[config.mk]
export PLATFORM = sky130hd
export DESIGN_NAME = mac_array_fix_v2
export DESIGN_NICKNAME = d
export VERILOG_FILES = /design/src/rtl/mac_array_fix_v2.sv
export SDC_FILE = /design/constraint.sdc
export NUM_CORES = 2
export LEC_CHECK = 0
export ABC_AREA = 1
export CORE_MARGIN = 5
export CORE_UTILIZATION = 65
export CTS_CLUSTER_DIAMETER = 30
export CTS_CLUSTER_SIZE = 8
export DETAILED_ROUTE_END_ITERATION = 6
export PLACE_DENSITY = 0.83
export REMOVE_ABC_BUFFERS = 1
export SETUP_SLACK_MARGIN = 0.2
export SYNTH_ARGS = -nofsm -noshare
export SYNTH_HDL_FRONTEND = slang
export SYNTH_SLANG_ARGS = --single-unit
[constraint.sdc]
create_clock -name clk -period 6.65 [get_ports clk]
set_input_delay 1.33 -clock clk [delete_from_list [all_inputs] [get_ports clk]]
set_output_delay 1.33 -clock clk [all_outputs]
set_load 0.01 [all_outputs]
[src/rtl/mac_array_fix_v2.sv]
// A-channel signed fixed-point MAC: shared sample x per-channel weight, summed over a frame, rounded and narrowed.
// Latency: last beat accepted at edge t -> m_valid after edge t+MUL_LAT+1; frames stream back-to-back with no bubble.
// Backpressure: a held result (m_valid & ~m_ready) freezes the whole pipeline and drops s_ready; nothing lost or duplicated.
//
// Ports: clk/rst (sync, active-high); s_data/s_weight/s_valid/s_last/s_ready input beat channel;
//        m_data/m_count/m_ovf/m_valid/m_ready result channel (one vector per frame).
// Build option: define MAC_FIX_V2_SAT_EN to clamp out-of-range results; otherwise they wrap to OUT_W bits.
module mac_array_fix_v2 #(
    parameter int A       = 2,
    parameter int DW      = 32,
    parameter int WW      = 8,
    parameter int ACC_W   = 48,
    parameter int OUT_W   = 8,
    parameter int SHIFT   = 8,
    parameter int MUL_LAT = 2,
    parameter int CNT_W   = 16
) (
    input  logic                 clk,
    input  logic                 rst,
    input  logic [DW-1:0]        s_data,
    input  logic [A*WW-1:0]      s_weight,
    input  logic                 s_valid,
    input  logic                 s_last,
    output logic                 s_ready,
    output logic [A*OUT_W-1:0]   m_data,
    output logic [CNT_W-1:0]     m_count,
    output logic [A-1:0]         m_ovf,
    output logic                 m_valid,
    input  logic                 m_ready
);

    localparam int PW = DW + WW;
    localparam int RS = (SHIFT > 0) ? SHIFT - 1 : 0;
    // Half-LSB of the shifted result, added before the arithmetic shift for round-half-up.
    localparam logic [ACC_W:0] RND = (SHIFT > 0) ? ((ACC_W+1)'(1) << RS) : '0;
    localparam logic [OUT_W-1:0] MAX_V = {1'b0, {(OUT_W-1){1'b1}}};
    localparam logic [OUT_W-1:0] MIN_V = {1'b1, {(OUT_W-1){1'b0}}};
    localparam int HI_W = ACC_W - OUT_W + 2;

    // A held result stalls every stage at once so relative beat order never changes.
    logic stall;
    assign stall   = m_valid & ~m_ready;
    assign s_ready = ~stall;

    // ---------------- multiplier pipeline ----------------
    logic signed [PW-1:0] prod [A];
    logic                 pv   [MUL_LAT];
    logic                 pl   [MUL_LAT];
    logic signed [PW-1:0] pp   [MUL_LAT][A];

    always_comb begin
        for (int i = 0; i < A; i++) begin
            prod[i] = $signed(s_data) * $signed(s_weight[i*WW +: WW]);
        end
    end

    always_ff @(posedge clk) begin
        if (rst) begin
            for (int k = 0; k < MUL_LAT; k++) begin
                pv[k] <= 1'b0;
                pl[k] <= 1'b0;
                for (int i = 0; i < A; i++) pp[k][i] <= '0;
            end
        end else if (!stall) begin
            pv[0] <= s_valid;
            pl[0] <= s_last;
            for (int i = 0; i < A; i++) pp[0][i] <= prod[i];
            for (int k = 1; k < MUL_LAT; k++) begin
                pv[k] <= pv[k-1];
                pl[k] <= pl[k-1];
                for (int i = 0; i < A; i++) pp[k][i] <= pp[k-1][i];
            end
        end
    end

    // ---------------- accumulate stage ----------------
    logic signed [ACC_W-1:0] pext [A];
    logic signed [ACC_W-1:0] acc  [A];
    logic [CNT_W-1:0]        cnt;
    logic                    first;  // next accumulated beat opens a new frame
    logic                    fin;    // acc/cnt hold a completed frame awaiting the output register

    always_comb begin
        for (int i = 0; i < A; i++) begin
            pext[i] = ACC_W'(pp[MUL_LAT-1][i]);
        end
    end

    always_ff @(posedge clk) begin
        if (rst) begin
            for (int i = 0; i < A; i++) acc[i] <= '0;
            cnt   <= '0;
            first <= 1'b1;
            fin   <= 1'b0;
        end else if (!stall) begin
            fin <= pv[MUL_LAT-1] & pl[MUL_LAT-1];
            if (pv[MUL_LAT-1]) begin
                for (int i = 0; i < A; i++) begin
                    acc[i] <= first ? pext[i] : acc[i] + pext[i];
                end
                if (first)
                    cnt <= CNT_W'(1);
                else if (cnt != {CNT_W{1'b1}})
                    cnt <= cnt + 1'b1;
                first <= pl[MUL_LAT-1];
            end
        end
    end

    // ---------------- round, narrow, overflow ----------------
    // One guard bit above ACC_W keeps the rounding add from wrapping.
    logic signed [ACC_W:0] rnd_v;
    logic signed [ACC_W:0] tsh;
    logic [HI_W-1:0]       hi;
    logic [A*OUT_W-1:0]    nar;
    logic [A-1:0]          ovf_v;

    always_comb begin
        rnd_v = '0;
        tsh   = '0;
        hi    = '0;
        nar   = '0;
        ovf_v = '0;
        for (int i = 0; i < A; i++) begin
            rnd_v = $signed({acc[i][ACC_W-1], acc[i]} + RND);
            tsh   = rnd_v >>> SHIFT;
            // In range iff every bit from the OUT_W sign bit upward matches.
            hi       = tsh[ACC_W:OUT_W-1];
            ovf_v[i] = ~((&hi) | ~(|hi));
`ifdef MAC_FIX_V2_SAT_EN
            nar[i*OUT_W +: OUT_W] = ovf_v[i] ? (tsh[ACC_W] ? MIN_V : MAX_V) : tsh[OUT_W-1:0];
`else
            nar[i*OUT_W +: OUT_W] = tsh[OUT_W-1:0];
`endif
        end
    end

    // ---------------- output register ----------------
    always_ff @(posedge clk) begin
        if (rst) begin
            m_valid <= 1'b0;
            m_data  <= '0;
            m_count <= '0;
            m_ovf   <= '0;
        end else if (!stall) begin
            m_valid <= fin;
            if (fin) begin
                m_data  <= nar;
                m_count <= cnt;
                m_ovf   <= ovf_v;
            end
        end
    end

endmodule

==> Yosys cells after proc, flatten, opt, wreduce, memory -nomap -nowiden <==
Memory sizes are Yosys's and may differ from the RTL's.
Index checks and enable logic that the tools add are counted.
W data, S select, Z words.
{ "word_totals": {"inputBits": 53, "word_cells": 70, "ramBits": 260, "mem_count": 4, "regBits": 53} }
{ "mem_list": {"columns": ["memory", "words", "word_bits", "rd", "rd_clocked_by_memory_dff", "write_ports", "line", "text"], "rows": [
  ["pp", 2, 80, 2, 0, 2, "49", "logic signed [PW-1:0] pp [MUL_LAT][A];"],
  ["acc", 2, 48, 2, 0, 2, "78", "logic signed [ACC_W-1:0] acc [A];"],
  ["pl", 2, 1, 2, 0, 2, "48", "logic pl [MUL_LAT];"],
  ["pv", 2, 1, 2, 0, 2, "47", "logic pv [MUL_LAT];"]
]} }
{ "op_classes": {"n_reduce_logical": 8, "addsub": 5, "n_mul": 2, "bitwise_logic": 20, "eq_ne": 1, "n_mux": 23} }
{ "ops": {"columns": ["op", "count"], "rows": [
  ["$mux W48", 4],
  ["$mux W40", 4],
  ["$add A48 B9 Y49 const B", 2],
  ["$add A48 B40 Y48", 2],
  ["$mul A32 B8 Y40", 2],
  ["$reduce_and A34 Y1", 2],
  ["$reduce_or A34 Y1", 2],
  ["$mux W16", 2],
  ["$add A16 B1 Y16 const B", 1],
  ["$ne A16 B16 Y1 const B", 1],
  ["$mux W1", 13],
  ["$or A1 B1 Y1", 12],
  ["$not A1 Y1", 6],
  ["$reduce_and A2 Y1", 2],
  ["$reduce_and A3 Y1", 1],
  ["$and A1 B1 Y1", 2],
  ["$reduce_bool A2 Y1", 1]
]} }

==> Depth between registers and ports, before layout <==
{ "logic_depth": {"word_depth": 6, "mapped_depth": 28} }

==> Worst setup path after synthesis <==
No wires, ideal clock.
{ "synth_timing": {"path_type": "in2reg", "from": "input rst", "to": "register m_valid", "required_ps": 6309, "path_stages": 4, "path_buffers": 1, "arrival_time_ps": 5494, "setup_slack_ps": 815, "cell_sequence": "clkbuf_1 inv_1 nand2_1 o21ai_0"} }
{ "synth_lines": {"columns": ["element", "line", "text"], "rows": [
  ["start: declaration", "19", "input logic rst,"],
  ["end signal: assignment", "146", "m_valid <= fin;"],
  ["end: declaration", "28", "output logic m_valid,"]
]} }

==> summary.txt <==
Antenna violations before repair: 1
Req. time, crit path: 7.01 ns
Slew Viols, Final: 0
Seq/Total Area, Yosys: 21.8%
Crit path launch type: input port
Crit share post-route: 92.4%
Period minus WS final: 6.15 ns
Post-route DRC: 0
Peak fanout along the critical path: 9
CTS H-tree depth: 2
RePlAce Congestion: 1.02
LEAKAGE: 23.8 nW
Syn_area_per_cell: 7.05 um2
Clk buf depth: 3
CTS tree: built
Multi-input gate area: 0.0259 mm2
Post-Place Cells: 6648
Setup violators final: 0
Fraction of registers with async set/reset: 0%
Synth unique cells: 51
DIE HEIGHT: 260 um
Area of the mapped netlist: 0.0407 mm2
Run status: finished clean
# resized after CTS: 0
Setup_tns: 0 ns
Cell Rows: 91
Number of routed nets with antenna violations: 0
Max-Slew Margin vs Limit: 34.2%
Worst-path clk slew: 0.05 ns
Gate Count Post-Synth: 5776
Worst Path Arrival: 6.50 ns
Post-route insts no fill: 6751
Max-Cap Viols: 0
Peak Freq: 0.163 GHz
Die W: 260 um
Share of cells above drive strength 1: 4.26%
Final wirelength: 118000 um
Io pins: 89
Port Buffers: 88
Fillers: 5037
Setup bufs post-CTS: 0
Nets: 6575
Routed vias: 37256
Worst slew pin tran: 0.985 ns
Root Driver: clkbuf_16
Core Area: 0.0618 mm2
Largest net degree at the start of global routing: 70
Area growth syn-to-layout: 10.7%
Ys Warns: 0
Power per Cell Area: 321 mW/mm2
Initial Util: 65.9%
1st-pass router iterations: 6
EDFF count, synth: 260
Clock latency on the worst-skew pair: 0.60 ns
Dpl hpwl: 93800 um
Vias/cell: 5.52
Vias in the first global route: 37371
Top_reg_cell synth: edfxtp_1
First-pass GRT wire length: 189000 um
GRT Total Usage: 34.6%
Peak supply drop: 0.000225 V
DRT iter0 DRCs: 3528
Hold crit path type: register to register
# hold bufs at CTS: 0
Post-DR wirelength/cell: 17.5 um
Num CTS Buffers: 58
Clk sinks: 313
Synth Register Bits: 313
Hold Vio Cnt, Final: 0
CP Class: input port to register
Die ar.: 0.0677 mm2
Worst Setup End Kind: register
Overflow after GRT: 0
Reg area: 0.00887 mm2
Post-Route Skew: 0.0338 ns
RSZ-0062 raised after global routing: false
[synth_stat cells, types with 3 or more instances]
cell	number	area, um2
a21oi_1	374	1870
a21boi_1	3	22.5
or2_2	10	62.6
a21boi_0	8	60.1
o21ai_0	298	1490
and2_1	3	18.8
buf_1	8	30.0
o2111ai_1	4	35.0
edfxtp_1	260	7810
nand2_1	1182	4440
clkbuf_1	150	563
nand4_1	53	332
nand3b_1	13	97.6
o221ai_1	5	43.8
o21bai_1	12	90.1
a31oi_1	13	81.3
nor2_2	10	62.6
o21a_1	19	143
nand3_2	3	30.0
xnor2_1	33	289
ha_1	251	3140
a221oi_1	3	26.3
nor3_1	35	175
nor4_1	9	56.3
a21o_1	24	180
o21ai_1	19	95.1
inv_1	1416	5320
nor2_4	9	101
dfxtp_1	53	1060
o21ai_2	4	35.0
nor2_1	767	2880
fa_1	400	8010
nand2_2	11	68.8
a211oi_1	6	45.0
o211ai_1	27	203
xor2_1	73	639
nand3_1	187	936
[final cells by class]
cell class	instances	share of cell area, %
clock buffer	75	3.52
sequential	313	19.7
clock inverter	27	0.525
inverter	1420	11.8
multi-input combinational	3882	57.5
tap	837	2.32
antenna	1	0.00555
timing repair buffer	196	4.59
[cells in the final DEF (no fill, tap or decap), types with 12 or more instances in the layout]
cell type / n
fa_1: 400
nor3_1: 35
o21bai_1: 12
buf_12: 30
a21o_1: 24
nor2_1: 766
nand4_1: 53
clkdlybuf4s50_1: 88
o211ai_1: 27
clkbuf_1: 12
a21oi_1: 374
a31oi_1: 13
nand3_1: 187
o21ai_0: 298
clkbuf_16: 60
xor2_1: 73
xnor2_1: 33
nand3b_1: 13
o21ai_1: 19
ha_1: 251
nand2_1: 1180
inv_1: 1415
edfxtp_1: 260
o21a_1: 19
dfxtp_1: 52
buf_4: 78
[critical path, stage by stage]
cell and delay [ns]:
clkdlybuf4s50_1 0.89, nand2_1 0.10, inv_1 0.11, fa_1 0.45, fa_1 0.51, fa_1 0.49
inv_1 0.05, fa_1 0.47, inv_1 0.04, ha_1 0.35, a21oi_1 0.29, a21boi_0 0.43
o211ai_1 0.24, a21oi_1 0.21, buf_4 0.17, o21ai_1 0.09, nand2_1 0.11, nand3_1 0.07
nand2_1 0.06, nor2_1 0.05
[per-stage QoR]
stage	total power [mW]	hold slack, ns	instance area, um2	worst slack (ns)	util [%]
floorplan	8.86	0.444	40100	0.285	-
global placement	11.3	0.474	43300	0.0935	70.0
detailed placement	11.5	0.486	43300	0.0369	70.0
CTS	14.3	0.493	45100	0.620	72.9
global route	15.7	0.545	45100	0.280	72.9
finish	14.5	0.500	45100	0.504	72.9
[path summary, 6_finish.rpt]
path | start | to | slack (ns) | cells after the start
min reg2reg | pl[0][1] | fin | 0.50 | 2
max reg2reg | m_valid | acc[0][63] | 3.43 | 11
max | s_data[10] | pp[0][30] | 0.50 | 20
min | pl[0][1] | fin | 0.50 | 2
[power by group]
group / leakage, nW / total (mW) / switching [mW] / internal, mW
Clock: 0.881 / 2.70 / 0.984 / 1.71
Sequential: 3.36 / 2.88 / 0.242 / 2.64
Combinational: 19.6 / 8.88 / 5.70 / 3.19
[registers in the layout (all words and copies together), names as in the netlist]
register / count
m_valid: 1
first: 1
fin: 1
m_data: 16
m_count: 16
pp: 160
pl: 2
cnt: 16
pv: 2
acc: 96
m_ovf: 2
[routing by layer]
metal	routed length, um	track usage [%]	vias up
li1	-	-	17896
met1	47700	46.1	17257
met2	54000	57.2	1760
met3	10300	4.42	343
met4	5920	15.3	0
met5	0	0	-
[cell families (layout without fill, tap and decap cells)]
logic type	after synthesis	after routing	share of synthesized area (%)
AOI/OAI and AO/OA	823	823	10.9
xor gates and xnor gates	106	106	2.28
adders and majority gates	651	651	27.4
buffers and inverters	1581	1718	14.6
DFF	313	313	21.8
other	0	1	0
and+or+nand+nor	2302	2302	23.0
(Power assumes the default switching activity.)
